## config.mk

```make
export PLATFORM = sky130hd
export DESIGN_NAME = maxpool_window_seq
export DESIGN_NICKNAME = d
export VERILOG_FILES = /design/src/rtl/maxpool_window_seq.sv
export SDC_FILE = /design/constraint.sdc
export NUM_CORES = 1
export LEC_CHECK = 0
export CAP_MARGIN = 30
export CORE_AREA = 2 2 217 219
export CTS_BUF_LIST = sky130_fd_sc_hd__clkbuf_4 sky130_fd_sc_hd__clkbuf_8
export DETAILED_ROUTE_END_ITERATION = 8
export DIE_AREA = 0 0 219 221
export GPL_TIMING_DRIVEN = 1
export HOLD_SLACK_MARGIN = 0.02
export PLACE_DENSITY_LB_ADDON = 0.12
export SLEW_MARGIN = 20
export SYNTH_ARGS = -nofsm -noshare
export SYNTH_HDL_FRONTEND = slang
export SYNTH_SLANG_ARGS = --single-unit
```

## constraint.sdc

```tcl
create_clock -name clk -period 1.8 [get_ports clk]
set_clock_uncertainty 0.2 [all_clocks]
set_input_delay 0.27 -clock clk [delete_from_list [all_inputs] [get_ports clk]]
set_output_delay 0.27 -clock clk [all_outputs]
set_load 0.01 [all_outputs]
```

## src/rtl/maxpool_window_seq.sv

```systemverilog
// maxpool_window_seq
//   Upstream sequencer for the external BANK-lane max-reduction tree. Groups a valid/ready
//   stream of beats into pooling windows of 1..4 beats. It drives the tree's din, repetition
//   and previous_data, and registers each window's final max into a valid/ready output slot.
//
//   Tree timing: the tree registers previous_data/repetition at the clock edge. It then
//   applies the result to din one cycle later. A beat therefore drives mx_rep in its accept
//   cycle, and drives mx_din from the S1 register in the following cycle.
//
//   Optional build macro MAXPOOL_RELU_EN: the captured result is clamped at zero (fused ReLU).
//   The feedback path to the tree is never clamped.
module maxpool_window_seq #(
    parameter int unsigned DATA_WIDTH = 8,
    parameter int unsigned BANK       = 32
) (
    input  logic                       clk,
    input  logic                       rst_n,
    input  logic [1:0]                 cfg_win_len,
    input  logic                       in_valid,
    output logic                       in_ready,
    input  logic [DATA_WIDTH*BANK-1:0] in_data,
    output logic [DATA_WIDTH*BANK-1:0] mx_din,
    output logic [1:0]                 mx_rep,
    output logic [DATA_WIDTH-1:0]      mx_prev,
    input  logic [DATA_WIDTH-1:0]      mx_dout,
    output logic                       out_valid,
    input  logic                       out_ready,
    output logic [DATA_WIDTH-1:0]      out_data,
    output logic [15:0]                win_done_cnt
);

    // Repetition code that makes the tree re-fold max(din, last) onto itself.
    localparam logic [1:0]  RepHold = 2'b11;
    localparam int unsigned BeatW   = DATA_WIDTH * BANK;

    // S1 stage: the beat currently presented to the tree din.
    logic [BeatW-1:0]      s1_din_q, s1_din_d;
    logic                  s1_valid_q, s1_valid_d;
    logic                  s1_last_q, s1_last_d;

    // Window position tracking.
    logic [1:0]            beat_cnt_q, beat_cnt_d;
    logic [1:0]            win_len_q, win_len_d;
    logic [1:0]            eff_len;
    logic                  beat_last;

    // Output slot.
    logic                  out_valid_q, out_valid_d;
    logic [DATA_WIDTH-1:0] out_data_q, out_data_d;
    logic [15:0]           win_done_cnt_q, win_done_cnt_d;

    logic                  capture;
    logic                  accept;
    logic [DATA_WIDTH-1:0] result;

    // Handshake decode: capture the window max when S1 holds a last beat and the slot is free.
    always_comb begin
        capture  = s1_valid_q & s1_last_q & (~out_valid_q | out_ready);
        // A last beat in S1 blocks the stage until its result has been captured.
        in_ready = ~s1_valid_q | ~s1_last_q | capture;
        accept   = in_valid & in_ready;
        // The first beat of a window uses the live config; later beats use the latched length.
        eff_len   = (beat_cnt_q == 2'd0) ? cfg_win_len : win_len_q;
        beat_last = (beat_cnt_q == eff_len);
    end

    // Tree drive: rep follows the beat position on accept, otherwise holds the running max.
    always_comb begin
        mx_din  = s1_din_q;
        mx_rep  = accept ? beat_cnt_q : RepHold;
        mx_prev = mx_dout;
    end

    // Result shaping at capture; mx_prev above is deliberately taken before this clamp.
    always_comb begin
`ifdef MAXPOOL_RELU_EN
        result = mx_dout[DATA_WIDTH-1] ? '0 : mx_dout;
`else
        result = mx_dout;
`endif
    end

    // Next state for the window counter and the S1 stage.
    always_comb begin
        beat_cnt_d = beat_cnt_q;
        win_len_d  = win_len_q;
        s1_din_d   = s1_din_q;
        s1_valid_d = s1_valid_q;
        s1_last_d  = s1_last_q;

        if (accept) begin
            if (beat_cnt_q == 2'd0) begin
                win_len_d = cfg_win_len;
            end
            beat_cnt_d = beat_last ? 2'd0 : beat_cnt_q + 2'd1;
            s1_din_d   = in_data;
            s1_valid_d = 1'b1;
            s1_last_d  = beat_last;
        end else if (!s1_last_q || capture) begin
            // A non-last beat is folded into the tree one cycle after it loads, and a last beat
            // is done once captured. Din is kept, so the tree's hold re-sample stays idempotent.
            s1_valid_d = 1'b0;
        end
    end

    // Next state for the output slot and the completed-window counter.
    always_comb begin
        out_valid_d    = out_valid_q;
        out_data_d     = out_data_q;
        win_done_cnt_d = win_done_cnt_q;

        if (capture) begin
            out_valid_d    = 1'b1;
            out_data_d     = result;
            win_done_cnt_d = win_done_cnt_q + 16'd1;
        end else if (out_ready) begin
            out_valid_d = 1'b0;
        end
    end

    // State registers; a reset mid-window discards the partial window.
    always_ff @(posedge clk or negedge rst_n) begin
        if (!rst_n) begin
            s1_din_q       <= '0;
            s1_valid_q     <= 1'b0;
            s1_last_q      <= 1'b0;
            beat_cnt_q     <= 2'd0;
            win_len_q      <= 2'd0;
            out_valid_q    <= 1'b0;
            out_data_q     <= '0;
            win_done_cnt_q <= 16'd0;
        end else begin
            s1_din_q       <= s1_din_d;
            s1_valid_q     <= s1_valid_d;
            s1_last_q      <= s1_last_d;
            beat_cnt_q     <= beat_cnt_d;
            win_len_q      <= win_len_d;
            out_valid_q    <= out_valid_d;
            out_data_q     <= out_data_d;
            win_done_cnt_q <= win_done_cnt_d;
        end
    end

    // Output assignments.
    always_comb begin
        out_valid    = out_valid_q;
        out_data     = out_data_q;
        win_done_cnt = win_done_cnt_q;
    end

endmodule

```

==> key figures <==
Power and ir drop
  • Gate power share: 28.0%
  • Register share of total power: 40.4%
  • Pwr Density: 904 nW/um^2
  • Max IR drop VDD: 0.548 mV
  • Switching share of power: 29.3%
  • Clock share of power: 31.6%
  • Pint: 13.9 mW
  • NetSw: 5.74 mW
  • Total power: 19.6 mW
  • P_leak: 10.5 nW

Clock network
  • CTS Root Buffer Type: clkbuf_8
  • Clock Path Buffers: 3
  • CTS Buf Count: 54
  • Reg clk slew, reported paths: 0.06 ns
  • CTS HTree Levels: 2
  • CTS sink count: 287
  • Clk_lat worst skew: 0.61 ns
  • TritonCTS clock tree: built

Cells and area
  • Reg area: 7190 sq um
  • Layout fillers: 4,402
  • Share of cells above drive strength 1: 13.9%
  • Syn-to-layout area delta: 95.3%
  • Final net count: 2,367
  • Most frequent cells in the layout: 777 x nand2_1, 284 x dfrtp_1, 274 x clkdlybuf4s50_1
  • Most common cell after layout, fill and taps aside: nand2_1
  • Area taken by multi-input logic gates: 3510 sq um

Global route
  • Initial antenna violation count: 1
  • Routing usage on met1: 19.5%
  • Largest net degree at the start of global routing: 51
  • Number of global-route vias before repair: 12,000
  • Met3 GRT Util: 5.64%
  • GR Util All Layers: 17.6%
  • Met2 usage: 30.8%
  • Grt ovf: 0
  • First-pass GRT wire length: 66,600 um
  • Grt peak-use layer: met2

Logic synthesis
  • Fraction of the yosys area taken by sequential cells: 64.7%
  • Ys Warns: 0
  • Ranking of synthesized cells by area: dfrtp_1 65%, nand2_1 26%, buf_6 2.1%
  • #FFs+latches synth: 287
  • EDFF count, synth: 0
  • Area leader, netlist: dfrtp_1
  • Gate Count Post-Synth: 1,196
  • Proportion of netlist area held by the largest area contributor: 64.7%
  • Post-Synthesis Net Count: 1,468
  • Synth cell types: 27
  • Synthesized area: 11,100 sq um
  • Asr flop ratio synth: 100%
  • Top_reg_cell synth: dfrtp_1
  • Mean Syn Cell Area: 9.28 sq um

STA
  • Hold WS: 0.0907 ns
  • Setup-failing EPs final: 3
  • Final worst setup slack: -0.163 ns
  • Max frequency: 509 MHz
  • Rel. slew slack: 67.3%
  • Final hold vios: 0
  • Min Tclk post-route: 1.96 ns
  • Sum of negative setup slack: -0.383 ns
  • Worst Tran Pin Value: 0.491 ns
  • Period utilization: 109%
  • Slew Limit Fails: 0
  • RSZ-0062 raised after global routing: yes

Route
  • Wire per inst: 15.8 um
  • Vias: 11,100
  • Via-per-instance ratio: 4.05
  • Antenna-violating nets left: 0
  • Drt first pass iters: 4
  • Initial DRC Count: 367
  • DRC: 0
  • Final WL: 43,300 um

Flow run
  • Max Cap Viol: 0

Die
  • Initial Util: 24.1%
  • Overall die height: 221 um
  • I/O pin total: 562
  • Die width: 219 um
  • DIE AREA: 48,400 sq um
  • Core ar.: 46,100 sq um
  • Rows: 79

Critical path
  • CP Data Arrival Time: 1.49 ns
  • Startpoint types: register
  • FF-to-FF End: out_data[4]
  • Worst Path Class, Setup: reg2out
  • FF-to-FF Start: out_valid
  • Crit. End Element: output pin
  • R2R depth: 5
  • Flop2flop setup slack: 0.04 ns
  • CP Data Required Time: 1.33 ns
  • Crit path max fanout: 4

Worst hold path
  • Hold Crit Class: in2reg
  • Worst hold endpoint: mx_din[0]
  • HP Start: in_data[0]
  • Hold Path Stages: 3

Status
  • Outcome: complete, but fails checks
  • Failing checks: setup timing

Placement
  • Port buffer count: 561
  • Routability Congestion: 0.788
  • Post-DP HPWL: 30,600 um
## final cells by class
type | instances | area share [%]
inverters | 2 | 0.0346
multi-input cells | 841 | 16.2
flip-flops and latches | 287 | 33.2
repair buffers | 909 | 42.4
clock buffers | 81 | 4.59
diodes | 1 | 0.0115
clock inverters | 5 | 0.115
well taps | 607 | 3.50
## synth_stat cells (all sizes together), types with 3 or more instances
cell type and count:
dfrtp 287, clkbuf 7, nand2 781, nand4 6
mux2 12, buf 59, nand3 6, nor2 3
xnor2 16
## stage by stage
step	cell area, sq um	setup slack, ns	cells	utilization [%]
after floorplan	11100	0.0142	1196	-
after global placement	17800	-0.343	2369	38.7
after detailed placement	17800	-0.342	2369	38.7
after CTS	21600	-0.254	2725	46.8
after global routing	21700	-0.257	2733	47.1
final	21700	-0.163	2733	47.1
## power by group through the flow
| stage | registers [mW] | logic (mW) | clock network [mW] |
|---|---|---|---|
| 2_1_floorplan | 8.41 | 1.35 | 0 |
| 3_3_place_gp | 8.01 | 5.13 | 0 |
| 3_5_place_dp | 8.05 | 5.14 | 0 |
| 4_1_cts | 7.92 | 5.36 | 6.48 |
| 5_1_grt | 8.03 | 5.97 | 6.75 |
| 6_report | 7.91 | 5.50 | 6.19 |
## metal layers
metal  wire length (um)  up-vias  share of wire, %
met3               3600       81               8.3
met4               1430        0               3.3
met2              21500      383                50
met5                  0        -                 0
met1              16800     5181                39
li1                   -     5431                 -
## repair_timing
item                                    4_1_cts  5_1_grt
buffers inserted                             13        5
hold buffers                                257        0
endpoints found under the setup margin      285      108
pin swaps                                     4        7
hold endpoints to repair                    542        0
cloned                                        0        2
resized for setup                           675       28
## worst max path at each step
stage | start | end | slack, ns | depth (start not counted)
global placement | out_ready | mx_rep[0] | -0.34 | 5
global route | s1_last_q | mx_rep[1] | -0.26 | 4
CTS | s1_last_q | mx_rep[1] | -0.25 | 4
detailed placement | out_ready | mx_rep[0] | -0.34 | 5
finish | s1_last_q | mx_rep[1] | -0.16 | 4
floorplan | out_valid | mx_rep[1] | 0.01 | 6
## critical path, cell delays in order, from the launching register on
cell      delay (ns)
dfrtp_1         0.40
nand4b_1        0.12
and2_4          0.19
nand2_2         0.05
buf_6           0.11
## state kept, by name, summed over array words and instances, names as in the netlist
name,cells
win_len_q,2
out_data,8
s1_last_q,1
beat_cnt_q,2
s1_valid_q,1
win_done_cnt,16
out_valid,1
mx_din,256
## cells by family (layout without fill, tap and decap cells)
family	count (synthesis)	in the layout	synth area share (%)
AOI/OAI and AO/OA	3	3	0.169
xor gates and xnor gates	17	17	1.34
adders and majority gates	2	2	0.225
buffers and inverters	68	997	4.37
DFF	287	287	64.7
muxes	14	14	1.40
other	0	1	0
and+or+nand+nor	805	805	27.8
No activity file was read; power rests on OpenSTA's default activity.
